--- config.mk ---
export PLATFORM = sky130hd
export DESIGN_NAME = stage_mem_flat
export DESIGN_NICKNAME = d
export VERILOG_FILES = /design/src/rtl/pipe_pkg.sv /design/src/rtl/stage_mem_if.sv /design/src/rtl/stage_mem_reg.sv /design/src/rtl/stage_mem.sv /design/src/flat_wrapper.sv
export SDC_FILE = /design/constraint.sdc
export NUM_CORES = 1
export LEC_CHECK = 0
export CAP_MARGIN = 20
export CORE_ASPECT_RATIO = 1.4
export CORE_MARGIN = 8
export CORE_UTILIZATION = 44
export CTS_CLUSTER_DIAMETER = 100
export DETAILED_ROUTE_END_ITERATION = 10
export GPL_TIMING_DRIVEN = 0
export HOLD_SLACK_MARGIN = 0.03
export PLACE_DENSITY = 0.81
export SLEW_MARGIN = 20
export SYNTH_ARGS = -nofsm -noshare
export SYNTH_HDL_FRONTEND = slang
export SYNTH_SLANG_ARGS = --single-unit
--- constraint.sdc ---
create_clock -name clk -period 1.7 [get_ports clk]
set_input_delay 0.255 -clock clk [delete_from_list [all_inputs] [get_ports clk]]
set_output_delay 0.255 -clock clk [all_outputs]
set_load 0.02 [all_outputs]
--- src/rtl/pipe_pkg.sv ---
// Shared types and constants for the MEM pipeline stage.
package pipe_pkg;
   localparam int WORD_W = 32;
   localparam int REG_W  = 5;
   localparam logic [1:0] ALIGN_MASK = 2'b00;

   typedef enum logic {MEM_IDLE = 1'b0, MEM_WAIT = 1'b1} mem_state_e;

   // Memory access captured from EX while the request is outstanding
   typedef struct packed {
      logic [WORD_W-1:0] ans;
      logic [REG_W-1:0]  rw;
      logic [WORD_W-1:0] wdata;
      logic              we;
   } mem_req_t;

   // MEM/WB register contents
   typedef struct packed {
      logic [WORD_W-1:0] ans;
      logic [WORD_W-1:0] mdata;
      logic [REG_W-1:0]  rw;
      logic              wreg;
      logic              m2reg;
      logic              exc;
   } wb_t;

   function automatic logic word_aligned(input logic [1:0] lsb);
      return lsb == ALIGN_MASK;
   endfunction
endpackage

--- src/rtl/stage_mem_if.sv ---
// Data-memory req/ack bus between the MEM stage and data memory.
interface stage_mem_if #(parameter int AW = 32);
   logic          req;
   logic          we;
   logic [AW-1:0] addr;
   logic [31:0]   wdata;
   logic [31:0]   rdata;
   logic          ack;

   modport master (output req, we, addr, wdata, input rdata, ack);
   modport slave  (input req, we, addr, wdata, output rdata, ack);
endinterface

--- src/rtl/stage_mem_reg.sv ---
// MEM/WB output register bank; valid is a per-cycle strobe, the rest hold unless loaded.
module stage_mem_reg
   import pipe_pkg::*;
(
   input  logic clk,
   input  logic clrn,
   input  logic ld,
   input  logic ld_mdata,
   input  logic valid_d,
   input  wb_t  d,
   output wb_t  q,
   output logic valid
);
   always_ff @(posedge clk or negedge clrn) begin
      if (!clrn) begin
         q     <= '0;
         valid <= 1'b0;
      end else begin
         valid <= valid_d;
         if (ld) begin
            q.ans   <= d.ans;
            q.rw    <= d.rw;
            q.wreg  <= d.wreg;
            q.m2reg <= d.m2reg;
            q.exc   <= d.exc;
         end
         if (ld_mdata) q.mdata <= d.mdata;
      end
   end
endmodule

--- src/rtl/stage_mem.sv ---
// MIPS MEM stage: retires ALU results directly, runs loads/stores over req/ack and stalls upstream meanwhile.
module stage_mem
   import pipe_pkg::*;
#(parameter int AW = 32)
(
   input  logic              clk,
   input  logic              clrn,
   input  logic              valid_ex,
   input  logic [WORD_W-1:0] ans_ex,
   input  logic [WORD_W-1:0] b_ex,
   input  logic [REG_W-1:0]  rw_ex,
   input  logic              wreg_ex,
   input  logic              m2reg_ex,
   input  logic              wmem_ex,
   stage_mem_if.master       dmem,
   output logic              stall_mem,
   output logic              valid_mem,
   output logic [WORD_W-1:0] ans_mem,
   output logic [WORD_W-1:0] mdata_mem,
   output logic [REG_W-1:0]  rw_mem,
   output logic              wreg_mem,
   output logic              m2reg_mem,
   output logic              exc_mem
);
   mem_state_e state;
   mem_req_t   cap;
   logic       req;
   logic       mem_op, start;
   logic       ld, ld_mdata, valid_d;
   wb_t        d, q;

   assign mem_op = m2reg_ex | wmem_ex;
   assign start  = (state == MEM_IDLE) & valid_ex & mem_op & word_aligned(ans_ex[1:0]);

   always_ff @(posedge clk or negedge clrn) begin
      if (!clrn) begin
         state <= MEM_IDLE;
         cap   <= '0;
         req   <= 1'b0;
      end else begin
         case (state)
            MEM_IDLE: if (start) begin
               state <= MEM_WAIT;
               req   <= 1'b1;
               // wmem wins when both flags are set
               cap   <= '{ans: ans_ex, rw: rw_ex, wdata: b_ex, we: wmem_ex};
            end
            MEM_WAIT: if (dmem.ack) begin
               state <= MEM_IDLE;
               req   <= 1'b0;
            end
            default: state <= MEM_IDLE;
         endcase
      end
   end

   assign stall_mem  = (state == MEM_WAIT);
   assign dmem.req   = req;
   assign dmem.we    = req & cap.we;
   assign dmem.addr  = {cap.ans[AW-1:2], ALIGN_MASK};
   assign dmem.wdata = cap.wdata;

   always_comb begin
      d        = '0;
      ld       = 1'b0;
      ld_mdata = 1'b0;
      valid_d  = 1'b0;
      if (state == MEM_WAIT) begin
         if (dmem.ack) begin
            ld       = 1'b1;
            valid_d  = 1'b1;
            ld_mdata = ~cap.we;
            d.ans    = cap.ans;
            d.rw     = cap.rw;
            d.mdata  = dmem.rdata;
            d.m2reg  = ~cap.we;
            d.wreg   = ~cap.we & (cap.rw != '0);
         end
      end else if (valid_ex && !start) begin
         // ALU op or misaligned access retires next edge
         ld      = 1'b1;
         valid_d = 1'b1;
         d.ans   = ans_ex;
         d.rw    = rw_ex;
         d.exc   = mem_op;
         d.wreg  = ~mem_op & wreg_ex & (rw_ex != '0);
      end
   end

   stage_mem_reg u_reg (
      .clk      (clk),
      .clrn     (clrn),
      .ld       (ld),
      .ld_mdata (ld_mdata),
      .valid_d  (valid_d),
      .d        (d),
      .q        (q),
      .valid    (valid_mem)
   );

   assign ans_mem   = q.ans;
   assign mdata_mem = q.mdata;
   assign rw_mem    = q.rw;
   assign wreg_mem  = q.wreg;
   assign m2reg_mem = q.m2reg;
   assign exc_mem   = q.exc;
endmodule

--- src/flat_wrapper.sv ---
// flat-port wrapper written by rule: the top's interface ports become plain ports
module stage_mem_flat import pipe_pkg::*;
#(parameter int AW = 32)
  (clk, clrn, valid_ex, ans_ex, b_ex, rw_ex, wreg_ex, m2reg_ex, wmem_ex, stall_mem, valid_mem, ans_mem, mdata_mem, rw_mem, wreg_mem, m2reg_mem, exc_mem, dmem_req, dmem_we, dmem_addr, dmem_wdata, dmem_rdata, dmem_ack);
  stage_mem_if #(.AW(AW)) dmem_i ();
  input  logic clk;
  input  logic clrn;
  input  logic valid_ex;
  input  logic [WORD_W-1:0] ans_ex;
  input  logic [WORD_W-1:0] b_ex;
  input  logic [REG_W-1:0] rw_ex;
  input  logic wreg_ex;
  input  logic m2reg_ex;
  input  logic wmem_ex;
  output logic stall_mem;
  output logic valid_mem;
  output logic [WORD_W-1:0] ans_mem;
  output logic [WORD_W-1:0] mdata_mem;
  output logic [REG_W-1:0] rw_mem;
  output logic wreg_mem;
  output logic m2reg_mem;
  output logic exc_mem;
  output wire logic [$bits(dmem_i.req)-1:0] dmem_req;
  output wire logic [$bits(dmem_i.we)-1:0] dmem_we;
  output wire logic [$bits(dmem_i.addr)-1:0] dmem_addr;
  output wire logic [$bits(dmem_i.wdata)-1:0] dmem_wdata;
  input wire logic [$bits(dmem_i.rdata)-1:0] dmem_rdata;
  input wire logic [$bits(dmem_i.ack)-1:0] dmem_ack;
  assign dmem_req = dmem_i.req;
  assign dmem_we = dmem_i.we;
  assign dmem_addr = dmem_i.addr;
  assign dmem_wdata = dmem_i.wdata;
  assign dmem_i.rdata = dmem_rdata;
  assign dmem_i.ack = dmem_ack;
  stage_mem #(.AW(AW)) u_core (.clk(clk), .clrn(clrn), .valid_ex(valid_ex), .ans_ex(ans_ex), .b_ex(b_ex), .rw_ex(rw_ex), .wreg_ex(wreg_ex), .m2reg_ex(m2reg_ex), .wmem_ex(wmem_ex), .dmem(dmem_i), .stall_mem(stall_mem), .valid_mem(valid_mem), .ans_mem(ans_mem), .mdata_mem(mdata_mem), .rw_mem(rw_mem), .wreg_mem(wreg_mem), .m2reg_mem(m2reg_mem), .exc_mem(exc_mem));
endmodule
Word-level counts from Yosys, hierarchy flattened. Cells that the tools add are included.

Output and inout port bits: 140. Input bits: 108. Word-level logic and storage cells: 53. Bits in registers: 145.

Reduce and logical (&&, ||, !) cells: 7. Mux-type cells: 20. Bitwise operators: 11. Equality and inequality tests: 2.

Operator list (number): two-way mux 32 bit (3); two-way mux 71 bit (1); two-way mux 1 bit (12); two-way mux 6 bit (2); nonzero test 5 bit (2); bitwise AND 1 bit (7); one-hot mux 1 bit (2 select lines) (2); AND reduction 2 bit (2); NOT 1 bit (3); logical NOT 2 bit (1); != test 2 x 1 -> 1 bit, second input constant (1); != test 2 bit, second input constant (1); logical AND 1 bit (1); logical NOT 1 bit (1); bitwise OR 1 bit (1).

Logic depth before layout (Yosys ltp). Gate-level depths: netlist (run 1).

Depth after elaboration: 8. Mapped depth: 7. Depth with buffers taken out: 5.

By module. A second synthesis (run 1) with hierarchy kept.

Cell total of the unflattened synthesis: 472. Area total of the unflattened synthesis: 7024.2 µm².

Modules (own cells, without submodules): stage_mem (seq. area each 1801.7 µm², area an instance 4172.8 µm², cells each 319, instances 1); stage_mem_reg (seq. area each 1826.8 µm², area an instance 2851.5 µm², cells each 153, instances 1).

Worst setup path before layout (run 1). Ideal clock, no wire load.

Path kind: register to register. From: reg u_core.state, in the netlist u_core.stall_mem. To: reg u_core.u_reg.q[70] (netlist name). Setup time: 0.126 ns. Data arrival time: 1.484 ns. Path buffers: 3. Cell stages (with the launch flop): 8. Setup slack: 0.090 ns. Period minus slack after synthesis: 1.610 ns. Required time: 1.574 ns. Path through: dfrtp_1 > nor2b_1 > buf_4 > o31a_1 > buf_4 > a21oi_4 > buf_6 > a221o_1.

Cells in the longest elaborated chain, start to end: 8. Elaborated cells on any way between the ends: 10. Classes of those cells: 4 x mux; 4 x bitwise; 2 x reduce/logical.

RTL lines: from (decl) (line stage_mem.sv:25) `mem_state_e state;`; from (signal assigned) (line stage_mem.sv:37) `state <= MEM_IDLE;`; from (signal assigned) (line stage_mem.sv:43) `state <= MEM_WAIT;`; from (signal assigned) (line stage_mem.sv:49) `state <= MEM_IDLE;`; NOT 1 bit (no line); bitwise AND 1 bit (3 in series) (line stage_mem.sv:33) `assign start = (state == MEM_IDLE) & valid_ex & mem_op & word_aligned(ans_ex[1:0]);`; logical NOT 1 bit (line stage_mem.sv:79) `end else if (valid_ex && !start) begin`; logical AND 1 bit (line stage_mem.sv:79); two-way mux 32 bit or two-way mux 1 bit (tied branches) (line stage_mem.sv:79); two-way mux 32 bit or two-way mux 1 bit (tied branches) (line stage_mem.sv:68) `if (state == MEM_WAIT) begin`.

Several ways; a longest one is shown, not always the timed one. A chain may end at the register's enable or synchronous reset.

Worst setup path in the final report (run 1).
From: reg u_core.u_reg.q[9] (netlist name). To: out mdata_mem[1].

RTL lines: to (decl) (line flat_wrapper.sv:18) `output logic [WORD_W-1:0] mdata_mem;`.

No word-level cell between the ends.

==> impl_metrics.ini, run 1 <==
[outcome]
outcome = completed

[timing]
tns_ns = 0
grt_setup_unrepaired = true
report.final.hold_viol_count = 0
slew_violations = 0
timing.fmax_mhz = 599
setup_skew_after_layout_ns = 0.00709
setup-violations-final = 0
period_minus_slack_ns = 1.67
fin_worst_hold_slack_ns = 0.357
timing.final.crit_share_pct = 98.2

[clock_network]
number_of_buffers_on_the_longest_clock_path = 2
cts_inserted_buffers = 17
tritoncts = yes
cts-htree-levels = 4
cts.sink_count = 145
clock_pin_slew_reported_for_the_worst_setup_and_hold_paths_after_clock_tree_synthesis_ns = 0.06
clk_latency_ns = 0.41
ctsRootBufferMaster = clkbuf_16

[die]
core_region_area_um2 = 13800
die_width_um = 116
chipHeight_um = 156
top_level_ports = 248
start_util_pct = 44.8
floorplan.rows = 51
die-area_um2 = 18100

[finish]
area_growth_pct = 54.3
layoutNonFillerInstCount = 914
commonest_non_fill_non_tap_cells_in_the_layout = clkdlybuf4s50_1 (169), dfrtp_1 (145), mux2_2 (100)
finalInstanceArea_um2 = 9520
antenna-diode-count = 0
final_layout_size_suffix_gt1_share_pct = 31.1
numnets_final = 825
mostFrequentLayoutCell = clkdlybuf4s50_1

[worst_setup_path]
r2r_end = u_core.u_reg.q[56]
regToRegSetupSlack_ns = 0.05
critPathCaptureType = output port
path_max_fanout = 2
r2r_cells = 7
worst_ep_arrival_time_ns = 1.42
crit_required_ns = 1.44
worst_setup_path_start_kind = flip-flop
critical_path.cell_chain = clkdlybuf4s50_1
top_cell_family_by_delay_on_the_critical_path = buffers and inverters
cpMaxStageDelayCell = clkdlybuf4s50_1
critical_path_buf_inv_count = 1
path_class = reg -> out
critical_path.max_stage_delay_ns = 0.64
reg2reg_from = u_core.stall_mem

[routing]
drc_errors = 0
ant_nets = 0
drt-total-wl_mm = 18.3
avgViaCountPerCell = 5.05
wl_per_cell_um = 20.0
drt_pre_antenna_iters = 4
dr_total_vias = 4620
detailedRoute.firstIterationViolations = 141

[synthesis]
synth.yosys.seq_area_share_pct = 58.8
synth.ff_latch_count = 145
netlist.top_cell.by_area = dfrtp_1
post_synth_num_cell_types = 25
synth_area_per_cell_um2 = 13.9
yosysWarningCount = 0
synthCells = 443
netlist_area_um2 = 6170
synth.top_cells.by_area = dfrtp_1 (59%), mux2_2 (18%), buf_4 (8.8%), a221o_1 (5.7%), and3_1 (3.5%)
yosys.area.top_type_share_pct = 58.8

[power_and_ir_drop]
ir_drop_uv = 743
power-per-cell-area_nw_per_um2 = 1380
static-leakage-power_nw = 4.54
total_power_after_layout_w = 0.0131

[grt]
grt_remaining_overflow = 0
grt_max_degree = 89
globalRouteTotalUtil_pct = 20.3
antenna_found_initial = 1
grt_pass1_vias = 5101
grt_pass1_wl_mm = 28.0

[place]
place_inst = 875
dpl_cell_area_um2 = 8890
gp_congestion = 0.812
post-dp-hpwl_mm = 13.7
numPortBuffers = 245

[flow_run]
max_cap_violations = 0

[hold_path]
hold_path.class = in -> async
what timing repair did:
| action | 4_1_cts | 5_1_grt |
|---|---|---|
| hold buffers | 1 | 0 |
| gates cloned | 2 | 1 |
| buffers inserted | 4 | 1 |
| endpoints found under the hold margin | 57 | 0 |
| resized for setup | 73 | 19 |
| pin swaps | 0 | 1 |
| setup endpoints to repair | 184 | 58 |
per-layer routing:
metal	wire length [µm]	up-vias	track usage (%)
met2	9900	182	36.3
met3	1280	37	5.54
met1	6550	2325	21.4
li1	-	2074	-
met4	565	2	9.30
met5	13	-	0
power breakdown:
part | switching (W) | internal [W] | leakage, nW
Sequential | 0.000512 | 0.00432 | 1.75
Clock | 0.00145 | 0.00220 | 0.268
Combinational | 0.00215 | 0.00249 | 2.52
Total | 0.00412 | 0.00900 | 4.54
cells in the mapped netlist:
cell type and instances:
nor3_1 3, mux2_2 100, a221o_1 35, dfrtp_1 145
o31ai_1 1, and2_1 3, a22oi_1 1, o31a_1 1
inv_1 2, or2_1 1, a2bb2oi_1 2, buf_6 3
and3_1 35, o21ai_0 4, buf_2 6, nand2_1 8
conb_1 1, nand3_1 2, buf_4 72, a211o_1 1
clkbuf_1 10, a21oi_4 1, nor2_1 3, nor2b_1 1
a21oi_1 2
kinds of logic (layout without fill, tap and decap cells):
logic type      Yosys count  in the layout  synth area share, %
buf+inv                  93            377                 10.5
simple gates             56             56                 5.13
other cells               1              2               0.0608
compound gates           48             49                 7.24
mux                     100            100                 18.2
flops                   145            145                 58.8
registers in the layout, indices dropped and copies added (netlist names):
register            count
u_core.u_reg.q         72
u_core.dmem.wdata      32
u_core.dmem.addr       30
u_core.cap              8
u_core.dmem.req         1
u_core.stall_mem        1
u_core.u_reg.valid      1
worst max path at each step:
stage	endpoint	cells past startpoint	from
6_report	mdata_mem[1]	1	u_core.u_reg.q[9]
5_1_grt	u_core.u_reg.q[47]	7	u_core.stall_mem
4_1_cts	rw_mem[0]	1	u_core.u_reg.q[3]
3_5_place_dp	u_core.dmem.wdata[29]	6	wmem_ex
3_3_place_gp	u_core.dmem.addr[4]	1	clrn
2_1_floorplan	u_core.u_reg.q[70]	7	u_core.stall_mem
per-stage QoR:
stage	utilization, %	worst slack (ns)
after CTS	68.6	0.00792
after detailed placement	64.5	-0.615
final	69.1	0.0298
after global routing	69.1	-0.0376
after floorplan	-	0.0898
after global placement	64.3	-5.13
worst register-to-register path, cell delays in order, from the launching register on:
cell and delay (ns):
dfrtp_1 0.41, nor2b_1 0.12, buf_4 0.14, o31a_1 0.15
buf_6 0.14, a21oi_4 0.08, buf_4 0.20, a221o_1 0.29
layout make-up:
class | count | area [µm²]
flip-flops and latches | 145 | 3630
clock buffers | 19 | 443
fillers | 1049 | 4260
repair buffers | 253 | 2500
clock inverters | 12 | 134
well taps | 185 | 231
plain buffers | 91 | 661
inverters | 2 | 7.51
multi-input cells | 207 | 1910
(Power assumes the default switching activity.)
==> run 2, diff against run 1 <==
--- a/config.mk
+++ b/config.mk
@@ -8,12 +8,11 @@
 export CAP_MARGIN = 20
 export CORE_ASPECT_RATIO = 1.4
 export CORE_MARGIN = 8
-export CORE_UTILIZATION = 44
+export CORE_UTILIZATION = 30
 export CTS_CLUSTER_DIAMETER = 100
 export DETAILED_ROUTE_END_ITERATION = 10
 export GPL_TIMING_DRIVEN = 0
 export HOLD_SLACK_MARGIN = 0.03
-export PLACE_DENSITY = 0.81
 export SLEW_MARGIN = 20
 export SYNTH_ARGS = -nofsm -noshare
 export SYNTH_HDL_FRONTEND = slang
==> impl_metrics.ini, run 2 (synthesis results as in run 1) <==
[clock_network]
number_of_buffers_on_the_longest_clock_path = 2
clock_pin_slew_reported_for_the_worst_setup_and_hold_paths_after_clock_tree_synthesis_ns = 0.06
cts.sink_count = 145
clk_latency_ns = 0.42
cts-htree-levels = 4
tritoncts = yes
cts_inserted_buffers = 17
ctsRootBufferMaster = clkbuf_16

[routing]
avgViaCountPerCell = 4.62
drt_pre_antenna_iters = 4
drt-total-wl_mm = 18.7
drc_errors = 0
detailedRoute.firstIterationViolations = 139
ant_nets = 0
dr_total_vias = 4568
wl_per_cell_um = 18.9

[die]
chipHeight_um = 186
die-area_um2 = 25500
core_region_area_um2 = 20300
top_level_ports = 248
die_width_um = 137
start_util_pct = 30.4
floorplan.rows = 62

[hold_path]
hold_path.class = in -> async

[grt]
grt_pass1_vias = 5148
globalRouteTotalUtil_pct = 14.8
grt_pass1_wl_mm = 29.1
grt_remaining_overflow = 0
antenna_found_initial = 1
grt_max_degree = 90

[worst_setup_path]
top_cell_family_by_delay_on_the_critical_path = buffers and inverters
path_class = reg -> out
worst_setup_path_start_kind = flip-flop
critical_path_buf_inv_count = 1
crit_required_ns = 1.44
critical_path.max_stage_delay_ns = 0.65
critPathCaptureType = output port
critical_path.cell_chain = clkdlybuf4s50_1
path_max_fanout = 2
regToRegSetupSlack_ns = 0.08
worst_ep_arrival_time_ns = 1.41
cpMaxStageDelayCell = clkdlybuf4s50_1

[power_and_ir_drop]
total_power_after_layout_w = 0.0130
static-leakage-power_nw = 4.73
power-per-cell-area_nw_per_um2 = 1350
ir_drop_uv = 674

[place]
post-dp-hpwl_mm = 14.1
place_worst_setup_slack_ns = -0.634
numPortBuffers = 245
gp_congestion = 0.742

[finish]
area_growth_pct = 56.6
final_layout_size_suffix_gt1_share_pct = 31.6
commonest_non_fill_non_tap_cells_in_the_layout = clkdlybuf4s50_1 (145), dfrtp_1 (145), mux2_2 (100)
finish.utilization_pct = 47.6
max_flop_register = u_core.u_reg.q
multiInputGateArea_um2 = 1920
fillers = 1879
numnets_final = 826
register_area_um2 = 3630
largest_reg_flops = 72

[timing]
grt_setup_unrepaired = true
timing.fmax_mhz = 601
timing.final.crit_share_pct = 97.8
report.final.hold_viol_count = 0
slew_violations = 0
setup_skew_after_layout_ns = 0.00967
fin_worst_hold_slack_ns = 0.351
period_minus_slack_ns = 1.66
setup-violations-final = 0
post-route-worst-setup-slack_ns = 0.0367

[flow_run]
max_cap_violations = 0

[outcome]
outcome = completed
[run 2: cell count changes in the layout (fill, tap and decap cells not counted), moves of 2 or more]
cell             change
clkbuf_1             -2
buf_2                -2
buf_6                +4
dlymetal6s2s_1      +16
diode_2              +2
clkbuf_2             +2
inv_6                +2
dlygate4sd2_1        +8
clkdlybuf4s50_1     -24
[run 2: timing repair]
| item | 4_1_cts | 5_1_grt |
|---|---|---|
| pin swaps | 0 | 1 |
| gates cloned | 1 | 2 |
| setup buffers | 4 | 1 |
| endpoints found under the hold margin | 56 | 0 |
| hold buffers | 1 | 0 |
| resized for setup | 81 | 44 |
| endpoints found under the setup margin | 179 | 73 |
[run 2: per-layer routing]
layer  GRT usage, %  vias to the layer above  wire length (µm)
li1               -                     2085                 -
met1           16.1                     2304              7050
met2           25.5                      165              9690
met3           5.89                       14              1710
met4           4.97                        0               203
met5              0                        -                 0
[run 2: final timing paths]
kind / start / to / cells past startpoint
min: clrn / u_core.u_reg.q[14] / 2
max: u_core.u_reg.q[62] / ans_mem[22] / 1
min reg2reg: u_core.u_reg.q[2] / u_core.u_reg.q[2] / 1
max in group asynchronous: clrn / u_core.dmem.addr[23] / 3
max reg2reg: u_core.stall_mem / u_core.u_reg.q[52] / 7
min in group clk: dmem_rdata[10] / u_core.u_reg.q[18] / 2
[run 2: report_power, final]
group	switching (W)	internal, W
registers	0.000500	0.00432
logic	0.00213	0.00245
clock network	0.00152	0.00211
[run 2: layout make-up]
type | instances | share of cell area (%)
Sequential cell | 145 | 37.5
Timing Repair Buffer | 254 | 26.3
Multi-Input combinational cell | 207 | 19.8
Buffer | 91 | 6.91
Clock buffer | 19 | 4.69
Tap cell | 256 | 3.31
Clock inverter | 13 | 1.29
Inverter | 2 | 0.0777
Antenna cell | 2 | 0.0518
[run 2: metrics by stage]
step | instances | area (µm²) | setup TNS, ns
5_1_grt | 988 | 9660 | -0.192
3_3_place_gp | 945 | 8950 | -844.15
6_report | 989 | 9670 | 0
2_1_floorplan | 444 | 6170 | 0
3_5_place_dp | 946 | 8980 | -62.43
4_1_cts | 984 | 9530 | 0
==> edit 1, RTL diff (settings of run 1) <==
Set the package constant `REG_W` to 10 (it was 5).
--- a/src/rtl/pipe_pkg.sv
+++ b/src/rtl/pipe_pkg.sv
@@ -1,7 +1,7 @@
 // Shared types and constants for the MEM pipeline stage.
 package pipe_pkg;
    localparam int WORD_W = 32;
-   localparam int REG_W  = 5;
+   localparam int REG_W  = 10;
    localparam logic [1:0] ALIGN_MASK = 2'b00;
 
    typedef enum logic {MEM_IDLE = 1'b0, MEM_WAIT = 1'b1} mem_state_e;
Interface: changed (resized rw_ex and rw_mem); port bits go from 248 to 258. No check against the original RTL was run, so the function may have changed too.
==> edit 1 against run 1 <==
Design area increased by 8.1%. Synthesized cell count rose by 7.0%. Non-clock buffer count up 14. Wire length grew 11%. Sequential cell count rose by 10. Worst setup slack better by 8.3 ps. Final cell count rose by 5.4%. Power increased by 5.7%. Maximum frequency rose by 0.50%. Area after synthesis grew 10%. Hold slack gained 8.9 ps. Largest power group unchanged.
==> edit 1: results (changes against run 1) <==
Global route
  • Met1 Track Usage GR: 21.59% (was 21.41%)
  • Met2 global-route usage: 36.73% (was 36.34%)
  • Vias in the first global route: 5,502 (was 5,101)
  • Overall routing resource usage: 20.54% (was 20.30%)
  • Initial antenna violation count: 0 (was 1)
  • Pin count of the biggest net entering global routing: 98 (was 89)
  • Met3 Use GR: 6.384% (was 5.540%)

Final layout
  • Share of cells above drive strength 1: 27.63% (was 31.14%)
  • Clock buf count: 20 (was 19)
  • Multi-In Gates: 224 (was 207)
  • Fraction of area in registers: 37.69% (was 38.12%)
  • Non-clock buffer share: 32.66% (was 33.24%)
  • ClkCell Share: 5.787% (was 6.059%)
  • Non-clk bufs: 358 (was 344)
  • Max FFs per register: 77 (was 72)
  • Multi-input combinational area share: 21.46% (was 20.07%)
  • Final nets: 871 (was 825)
  • Filler cells: 1,063 (was 1,049)

Route
  • Initial drt markers: 184 (was 141)
  • Vias per cell: 5.162 (was 5.055)
  • Detailed-route wire length per cell: 21.14 um (was 20.03 um)

Synthesis
  • Yosys cell types: 32 (was 25)
  • Synth area leaders: dfrtp_1, mux2_2, buf_4, mux2_4, a221o_1 (was dfrtp_1, mux2_2, buf_4, a221o_1, and3_1)
  • #FFs+latches synth: 155 (was 145)
  • Seq/Total Area, Yosys: 57.11% (was 58.80%)
  • Top cells by instance count after synthesis: dfrtp_1, buf_4, mux2_2 (was dfrtp_1, mux2_2, buf_4)

Placed design
  • RePlAce Congestion: 0.8288 (was 0.8118)
  • # port buffers: 255 (was 245)
  • DP Wirelength: 15.22 mm (was 13.72 mm)

Worst setup path
  • Critical path peak fanout: 2 (unchanged)
  • Worst r2r dst: u_core.dmem.wdata[20] (was u_core.u_reg.q[56])

STA
  • Clk_skew: 7.821 ps (was 7.094 ps)
  • Fin Hold WS: 366.0 ps (was 357.0 ps)

Power and ir drop
  • NetSw: 4332 uW (was 4119 uW)
  • Pleak: 0.005183 uW (was 0.004538 uW)
  • Peak supply drop: 737.7 uV (was 742.5 uV)

Clocking
  • Clk Tree Root Cell: clkbuf_16 (unchanged)
  • Clock Tree Buf Depth: 2 (unchanged)

Run status
  • Outcome: completed (unchanged)
==> edit 1: power groups by stage <==
stage	sequential (uW)	clock, uW	combinational, uW
detailed placement	5240	0	5270
global route	5290	4000	5200
finish	5190	3760	4920
floorplan	5690	0	2210
global placement	5160	0	5160
CTS	5180	3850	5000
==> edit 1: cells by family (layout without fill, tap and decap cells) <==
family / Yosys count / after routing / synth area share (%)
flip-flops: 155 / 155 / 57.11
multiplexers: 105 / 105 / 18.96
other: 1 / 2 / 0.05522
AO/OA/AOI/OAI: 53 / 54 / 7.369
AND/OR/NAND/NOR: 63 / 63 / 5.619
buffers and inverters: 97 / 392 / 10.89
==> edit 1: timing repair <==
action,CTS,global route
hold buffers,1,0
pin swaps,0,2
setup buffers,2,2
gates resized for setup,69,36
cloned,1,3
setup endpoints to repair,151,84
hold endpoints to repair,58,0
==> edit 1: worst max path at each step <==
stage                             startpoint               endpoint  slack (ps)
after detailed placement             wmem_ex  u_core.dmem.wdata[28]        -520
after CTS                   u_core.stall_mem     u_core.u_reg.q[60]           1
after floorplan             u_core.stall_mem     u_core.u_reg.q[10]          50
final                     u_core.u_reg.q[67]            ans_mem[22]          40
after global routing      u_core.u_reg.q[68]            ans_mem[23]         -30
after global placement                  clrn  u_core.dmem.wdata[26]       -5630
==> edit 1: stage by stage <==
step	std cells	worst slack [ps]	utilization, %	instance area (sq um)
2_1_floorplan	475	54.46	-	6795
3_3_place_gp	922	-5635	63.69	9588
3_5_place_dp	923	-523.1	63.91	9620
4_1_cts	959	1.095	67.54	10170
5_1_grt	963	-29.92	68.37	10290
6_report	963	38.10	68.37	10290
==> edit 1: per-layer routing <==
metal / routed length [um] / vias up
li1: - / 2228
met1: 7416 / 2505
met2: 11040 / 204
met3: 1398 / 34
met4: 501 / 0
met5: 0 / -
